## src/rtl/conv1_frame_sequencer.sv

```systemverilog
// Layer-0 conv controller: loads weights, then streams one frame and
// raises a tagged window strobe for every valid KxK window.
module conv1_frame_sequencer #(
   parameter int IMG_W  = 28,
   parameter int IMG_H  = 28,
   parameter int K      = 5,
   parameter int NUM_WB = 31
) (
   input  logic                     clk,
   input  logic                     rst,
   input  logic                     load_req,
   input  logic                     wb_valid,
   input  logic [7:0]               wb_data,
   output logic                     wb_ready,
   output logic                     wt_we,
   output logic [4:0]               wt_addr,
   output logic [7:0]               wt_data,
   output logic                     wts_loaded,
   input  logic                     start,
   input  logic                     pix_valid,
   output logic                     pix_ready,
   output logic                     pix_shift,
   output logic                     valid_out_buf,
   output logic [$clog2(IMG_H)-1:0] out_row,
   output logic [$clog2(IMG_W)-1:0] out_col,
   input  logic                     out_ready,
   output logic                     busy,
   output logic                     frame_done
);

   localparam int RW = $clog2(IMG_H);
   localparam int CW = $clog2(IMG_W);

   localparam logic [RW-1:0] ROW_LAST = RW'(IMG_H - 1);
   localparam logic [CW-1:0] COL_LAST = CW'(IMG_W - 1);
   localparam logic [RW-1:0] ROW_KM1  = RW'(K - 1);
   localparam logic [CW-1:0] COL_KM1  = CW'(K - 1);
   localparam logic [4:0]    ADDR_LAST = 5'(NUM_WB - 1);

   typedef enum logic [1:0] {
      S_IDLE,
      S_LOAD_W,
      S_RUN,
      S_DONE
   } state_t;

   state_t        r_state;
   state_t        w_state_nxt;
   logic [4:0]    r_addr;
   logic          r_wts_loaded;
   logic [RW-1:0] r_row;
   logic [CW-1:0] r_col;
   logic          r_all_in;
   logic          r_valid;
   logic [RW-1:0] r_out_row;
   logic [CW-1:0] r_out_col;

   logic          w_load;
   logic          w_run;
   logic          w_pix_ready;
   logic          w_pix_shift;
   logic          w_win;
   logic          w_hs;

   assign w_load      = (r_state == S_LOAD_W);
   assign w_run       = (r_state == S_RUN);
   assign w_hs        = r_valid & out_ready;
   assign w_pix_ready = w_run & ~r_all_in & ~(r_valid & ~out_ready);
   assign w_pix_shift = w_pix_ready & pix_valid;
   assign w_win       = w_pix_shift & (r_row >= ROW_KM1) & (r_col >= COL_KM1);

   assign wb_ready      = w_load;
   assign wt_we         = w_load & wb_valid;
   assign wt_addr       = w_load ? r_addr : 5'd0;
   assign wt_data       = w_load ? wb_data : 8'd0;
   assign wts_loaded    = r_wts_loaded;
   assign pix_ready     = w_pix_ready;
   assign pix_shift     = w_pix_shift;
   assign valid_out_buf = r_valid;
   assign out_row       = r_out_row;
   assign out_col       = r_out_col;
   assign busy          = (r_state != S_IDLE);
   assign frame_done    = (r_state == S_DONE);

   // State register
   always_ff @(posedge clk) begin
      if (rst) r_state <= S_IDLE;
      else     r_state <= w_state_nxt;
   end

   // Next-state decode
   always_comb begin
      w_state_nxt = r_state;
      unique case (r_state)
         S_IDLE: begin
            if (load_req)
               w_state_nxt = S_LOAD_W;
            else if (start && r_wts_loaded)
               w_state_nxt = S_RUN;
         end
         S_LOAD_W: begin
            if (wb_valid && r_addr == ADDR_LAST)
               w_state_nxt = S_IDLE;
         end
         S_RUN: begin
            if (r_all_in && w_hs)
               w_state_nxt = S_DONE;
         end
         S_DONE: w_state_nxt = S_IDLE;
      endcase
   end

   // Weight address counter and sticky loaded flag
   always_ff @(posedge clk) begin
      if (rst) begin
         r_addr       <= '0;
         r_wts_loaded <= 1'b0;
      end else begin
         if (r_state == S_IDLE && load_req) begin
            r_addr       <= '0;
            r_wts_loaded <= 1'b0;
         end
         if (wt_we) begin
            if (r_addr == ADDR_LAST) begin
               r_addr       <= '0;
               r_wts_loaded <= 1'b1;
            end else begin
               r_addr <= r_addr + 5'd1;
            end
         end
      end
   end

   // Pixel raster counters; all_in marks the last pixel taken
   always_ff @(posedge clk) begin
      if (rst) begin
         r_row    <= '0;
         r_col    <= '0;
         r_all_in <= 1'b0;
      end else if (r_state != S_RUN) begin
         r_row    <= '0;
         r_col    <= '0;
         r_all_in <= 1'b0;
      end else if (w_pix_shift) begin
         if (r_col == COL_LAST) begin
            r_col <= '0;
            if (r_row == ROW_LAST) begin
               r_row    <= '0;
               r_all_in <= 1'b1;
            end else begin
               r_row <= r_row + 1'b1;
            end
         end else begin
            r_col <= r_col + 1'b1;
         end
      end
   end

   // Window strobe and tags, held until downstream accepts
   always_ff @(posedge clk) begin
      if (rst || r_state == S_DONE) begin
         r_valid   <= 1'b0;
         r_out_row <= '0;
         r_out_col <= '0;
      end else if (w_win) begin
         r_valid   <= 1'b1;
         r_out_row <= r_row - ROW_KM1;
         r_out_col <= r_col - COL_KM1;
      end else if (w_hs) begin
         r_valid <= 1'b0;
      end
   end

endmodule
```

## config.mk

```make
export PLATFORM = sky130hd
export DESIGN_NAME = conv1_frame_sequencer
export DESIGN_NICKNAME = d
export VERILOG_FILES = /design/src/rtl/conv1_frame_sequencer.sv
export SDC_FILE = /design/constraint.sdc
export NUM_CORES = 1
export LEC_CHECK = 0
export BUFFER_PORTS_ARGS = -buffer_cell sky130_fd_sc_hd__buf_4
export CAP_MARGIN = 0
export CORE_UTILIZATION = 47
export CTS_BUF_LIST = sky130_fd_sc_hd__clkbuf_16
export DETAILED_ROUTE_END_ITERATION = 16
export PLACE_DENSITY = 0.78
export SLEW_MARGIN = 20
export SYNTH_ARGS = -nofsm -noshare
export SYNTH_HDL_FRONTEND = slang
export SYNTH_SLANG_ARGS = --single-unit
```

## constraint.sdc

```tcl
create_clock -name clk -period 1.6 [get_ports clk]
set_input_delay 0 -clock clk [delete_from_list [all_inputs] [get_ports clk]]
set_output_delay 0 -clock clk [all_outputs]
set_load 0.03 [all_outputs]
```

==> summary.md, run 1 <==
| Metric | Value |
|---|---|
| Layout Utilization | `0.753` |
| Share of cells above drive strength 1 | `0.443` |
| Sw Pwr | `0.408 mW` |
| Switching portion of total power | `0.227` |
| Number of synthesized flops with an enable pin | `0` |
| Core area | `3470 um2` |
| Die X-Extent | `63.3 um` |
| Router iterations before antenna repair | `4` |
| Reg clk slew, reported paths | `0.05 ns` |
| Die H | `63.3 um` |
| Data arrival, critical path | `1.75 ns` |
| Cell area after layout | `2610 um2` |
| Max_cap viols | `0` |
| Yosys warning count | `0` |
| I/O Buffers | `45` |
| CP max FO | `8` |
| Final setup fails | `0` |
| Ys async rst share | `0` |
| Post-synth top flop | `dfxtp_1` |
| Mean post-synth cell area | `8.96 um2` |
| Syn nets | `226` |
| Post-synth top area share | `0.340` |
| Synthesis-stage register bit count | `30` |
| DRC Markers | `0` |
| Vias post-DR | `1,708` |
| Int Power | `1.39 mW` |
| Commonest non-fill, non-tap cell in the layout | `buf_4` |
| Endpoints failing hold | `0` |
| Grt ovf | `0` |
| Critical Path Start Type | `register` |
| First-pass GRT wire length | `6940 um` |
| RSZ-0062 raised after global routing | `true` |
| Logic pwr share | `0.087` |
| Layout Nets | `299` |
| Worst vdd ir | `906 uV` |
| Placed cell area | `2310 um2` |
| Cell taking the most area after synthesis | `dfxtp_1` |
| Power per Cell Area | `688 nW/um2` |
| Leakage | `1.11 nW` |
| Post-DP HPWL | `3120 um` |
| TritonCTS Buffers | `5` |
| Fmax | `627 MHz` |
| CTS tree | `built` |
| Root Driver | `clkbuf_16` |
| Final ANT Viol Nets | `0` |
| Final-report max-slew violation count | `0` |
| Cell variety after synth | `49` |
| Worst-margin pin slew | `0.437 ns` |
| Number of standard cells after synthesis | `197` |
| Pin count of the biggest net entering global routing | `17` |
| Synthesized area | `1760 um2` |
| Total Wirelength | `4570 um` |
| Die area | `4000 um2` |
| WP data required | `1.76 ns` |
| Clock power frac | `0.494` |
| Crit. End Element | `register` |
| Sequential share of the synthesized area | `0.340` |
| Ports | `46` |
| Initial DRC Count | `113` |
| Drt wl/cell | `14.4 um` |
| Clk sink count | `30` |
| Top post-synthesis cells by area | `dfxtp_1, ha_1, and2_1, a21oi_1, inv_1` |
| Number of global-route vias before repair | `1,566` |
| Fin crit share | `0.996` |
| Clock Latency Late Sink | `0.28 ns` |
| Commonest cells after routing, fill and taps aside | `buf_4, dfxtp_1, and2_1, a21oi_1, inv_1` |
| Setup Skew | `0.00716 ns` |
| HP Class | `in2reg` |
| Slew HR | `0.708` |
| Depth of the CTS H-tree | `2` |
| GRT Util Overall | `0.220` |
| Diodes inserted | `0` |
| Initial core utilization | `0.509` |
| Final critical-path required period | `1.59 ns` |
| Placer Congestion | `0.796` |
| Clock tree buffer depth | `2` |
| Initial antenna violation count | `0` |
| Status | `finished clean` |
| Std cell rows | `21` |
| Synth-to-Final Area Change | `47.9%` |
| Vias per cell | `5.39` |
| Sequential share of power | `0.419` |
| Crit path kind | `reg2reg` |
## cell usage after synthesis (3+ instances only)
cell      instances
a211oi_1          4
a21oi_1          19
a311oi_1          3
and2_1           16
clkbuf_1          4
dfxtp_1          30
ha_1             14
inv_1            15
mux2i_1           3
nand2_1           5
nand2b_1          3
nand3_1          10
nand4_1           3
nor2_1           10
o21ai_0          11
or2_2             3
or3_1             3
xnor2_1           4
## stage by stage
step / power (mW) / TNS, ns / hold slack, ns / instances / setup slack, ns
floorplan: 0.853 / -0.0264 / 0.189 / 197 / -0.0191
global placement: 0.918 / -0.338 / 0.263 / 304 / -0.0749
detailed placement: 0.920 / -0.798 / 0.273 / 304 / -0.130
CTS: 1.81 / 0 / 0.0242 / 314 / 0.00385
global route: 1.86 / -0.468 / 0.0350 / 317 / -0.0680
finish: 1.79 / 0 / 0.0216 / 317 / 0.00628
## final timing paths
| kind | from | endpoint | slack (ns) | cells past startpoint |
|---|---|---|---|---|
| hold / removal | start | r_state[1] | 0.02 | 3 |
| setup / recovery | r_col[0] | out_col[4] | 0.006 | 8 |
| setup reg to reg | r_col[0] | out_col[4] | 0.006 | 8 |
| hold reg to reg | out_col[0] | out_col[0] | 0.48 | 2 |
## worst max-delay path, cell delays in order, from the launching register on
cell	delay, ns
dfxtp_2	0.32
inv_2	0.05
ha_4	0.15
a2111oi_4	0.36
buf_4	0.18
nor3_4	0.04
buf_6	0.16
a21oi_2	0.13
a211oi_1	0.07
## per-layer routing
layer | vias to the layer above | track usage | wire length [um] | share of wire
li1 | 855 | - | - | -
met1 | 804 | 0.245 | 1870 | 0.41
met2 | 45 | 0.405 | 2460 | 0.54
met3 | 4 | 0.0489 | 199 | 0.044
met4 | 0 | 0.0767 | 42 | 0.0092
met5 | - | 0 | 0 | 0
## flip-flops by register name, summed over array words and instances, names as in the netlist
signal / cells
r_col: 5
out_col: 5
valid_out_buf: 1
out_row: 5
wts_loaded: 1
r_addr: 5
r_all_in: 1
r_row: 5
r_state: 2
## logic make-up after synthesis
family | count (synthesis) | share of synthesized area
and+or+nand+nor | 72 | 0.268
AOI/OAI and AO/OA | 49 | 0.189
DFF | 30 | 0.340
buffers and inverters | 24 | 0.0617
adders and majority gates | 14 | 0.0993
xor gates and xnor gates | 5 | 0.0248
muxes | 3 | 0.0170
## power groups by stage
stage	clock [mW]	sequential [mW]	combinational, mW
final	0.887	0.752	0.156
after global placement	0	0.767	0.150
after global routing	0.944	0.752	0.167
after CTS	0.899	0.752	0.155
after detailed placement	0	0.767	0.153
after floorplan	0	0.768	0.0846
## layout make-up
cell class / instances / area (um2)
multi-input combinational: 144 / 1170
fill: 268 / 858
sequential: 30 / 612
timing repair buffer: 74 / 569
clock buffer: 5 / 125
tap: 46 / 57.6
inverter: 15 / 56.3
clock inverter: 3 / 16.3
## repair_timing
action,in CTS,in global routing
gates resized for setup,6,27
setup endpoints to repair,13,19
cloned,0,1
buffers inserted,1,2
pin swaps,5,13
endpoints found under the hold margin,7,0
hold buffers,1,0
Note: power is estimated with default switching activity, not from simulation.
==> run 2, diff against run 1 <==
--- a/config.mk
+++ b/config.mk
@@ -9,6 +9,6 @@
 export CAP_MARGIN = 0
-export CORE_UTILIZATION = 47
+export CORE_UTILIZATION = 56
 export CTS_BUF_LIST = sky130_fd_sc_hd__clkbuf_16
 export DETAILED_ROUTE_END_ITERATION = 16
-export PLACE_DENSITY = 0.78
+export PLACE_DENSITY = 0.87
 export SLEW_MARGIN = 20
==> constraint.sdc (replaced) <==
create_clock -name clk -period 2 [get_ports clk]
set_input_delay 0.2 -clock clk [delete_from_list [all_inputs] [get_ports clk]]
set_output_delay 0.2 -clock clk [all_outputs]
set_load 0.03 [all_outputs]
==> summary.md, run 2 (same netlist as run 1, synthesis figures left out) <==
| Metric | Value |
|---|---|
| Int Power | `1.11 mW` |
| Worst-margin pin slew | `0.528 ns` |
| CP max FO | `12` |
| Synth-to-Final Area Change | `29.7%` |
| R2r setup slk | `0.26 ns` |
| Max_cap viols | `0` |
| I/O Buffers | `45` |
| Die X-Extent | `58.1 um` |
| Total Wirelength | `3960 um` |
| Data arrival, critical path | `1.66 ns` |
| Router iterations before antenna repair | `4` |
| Die H | `58.1 um` |
| Post-DP HPWL | `2930 um` |
| CTS tree | `built` |
| Layout Utilization | `0.756` |
| Final-report max-slew violation count | `0` |
| Setup Buffers After CTS | `0` |
| Clock power frac | `0.498` |
| Std cell rows | `20` |
| Crit path kind | `reg2out` |
| Clock tree buffer depth | `2` |
| Core area | `3030 um2` |
| WP data required | `1.80 ns` |
| Initial DRC Count | `72` |
| Clk sink count | `30` |
| Critical Path Start Type | `register` |
| Fin crit share | `0.928` |
| Seq. cell area | `601 um2` |
| Final ANT Viol Nets | `0` |
| Depth of the CTS H-tree | `2` |
| Logic pwr share | `0.078` |
| Status | `finished clean` |
| Multi-input gate area | `1060 um2` |
| HP Class | `in2reg` |
| Die area | `3380 um2` |
| Post-route setup slack | `0.143 ns` |
| Commonest non-fill, non-tap cell in the layout | `buf_4` |
| Ports | `46` |
| First-pass GRT wire length | `6530 um` |
| Root Driver | `clkbuf_16` |
| Setup TNS Final | `0 ns` |
| Power Total | `1.43 mW` |
| Cell Count, Final, Fillers Out | `290` |
| GRT Util Overall | `0.260` |
| Initial antenna violation count | `0` |
| Pin count of the biggest net entering global routing | `13` |
| Grt ovf | `0` |
| Switching portion of total power | `0.229` |
| Sequential share of power | `0.424` |
| RSZ-0062 raised after global routing | `false` |
| Clock Latency Late Sink | `0.28 ns` |
| Fillers | `216` |
| Vias post-DR | `1,566` |
| Post-CTS Hold Buffers | `0` |
| Reg clk slew, reported paths | `0.05 ns` |
| Endpoints failing hold | `0` |
| Slew HR | `0.646` |
| DRC Markers | `0` |
| Dpl ws | `0.127 ns` |
| TritonCTS Buffers | `5` |
| Diodes inserted | `0` |
| Vias per cell | `5.40` |
| Commonest cells after routing, fill and taps aside | `buf_4, dfxtp_1, a21oi_1, and2_1, inv_1` |
| Share of cells above drive strength 1 | `0.285` |
| Final critical-path required period | `1.86 ns` |
| Drt wl/cell | `13.6 um` |
| Placer Congestion | `0.798` |
| Final setup fails | `0` |
| Leakage | `0.959 nW` |
| Power per Cell Area | `626 nW/um2` |
| Worst vdd ir | `575 uV` |
| Initial core utilization | `0.583` |
| Layout Nets | `274` |
| Sw Pwr | `0.328 mW` |
| Setup Skew | `0.00267 ns` |
| Crit. End Element | `output port` |
| Placed insts | `282` |
| Number of global-route vias before repair | `1,445` |
| Fmax | `539 MHz` |
==> run 2: worst paths after layout <==
path	start	cells after the start	end
max	r_state[1]	4	wt_data[0]
min	rst	2	wts_loaded
max reg2reg	r_col[0]	6	out_row[2]
min reg2reg	out_row[1]	2	out_row[1]
==> run 2: power by group through the flow <==
stage               clock (mW)  combinational (mW)  sequential [mW]
finish                   0.713               0.112            0.608
global route             0.761               0.120            0.607
CTS                      0.725               0.113            0.607
detailed placement           0               0.112            0.620
global placement             0               0.110            0.620
floorplan                    0              0.0677            0.616
==> run 2: per-layer routing <==
layer	up-vias	track usage	wire (um)
met5	-	0	0
met4	0	0.122	94
met3	8	0.0848	128
met2	32	0.435	2030
met1	730	0.298	1710
li1	796	-	-
==> run 2: layout make-up <==
class                      count  share of cell area
clock inverter                 3             0.00711
multi-input combinational    143               0.463
timing repair buffer          50               0.164
inverter                      15              0.0246
sequential                    30               0.262
clock buffer                   5              0.0547
tap                           44              0.0241
==> run 2: critical path, cell delays in order (launching register included) <==
cell and delay (ns):
dfxtp_1 0.56, and2b_1 0.30, buf_4 0.19, and2_1 0.16, buf_4 0.16
==> run 2: repair_timing <==
action | in CTS | in global routing
setup endpoints to repair | 0 | 2
gates resized for setup | 0 | 1
hold endpoints to repair | 0 | 0
==> run 2: per-stage QoR <==
stage                     instance area, um2  hold slack (ns)
after global routing                    2290            0.184
after CTS                               2280            0.171
after floorplan                         1760            0.389
after global placement                  2140            0.460
final                                   2290            0.178
after detailed placement                2140            0.463
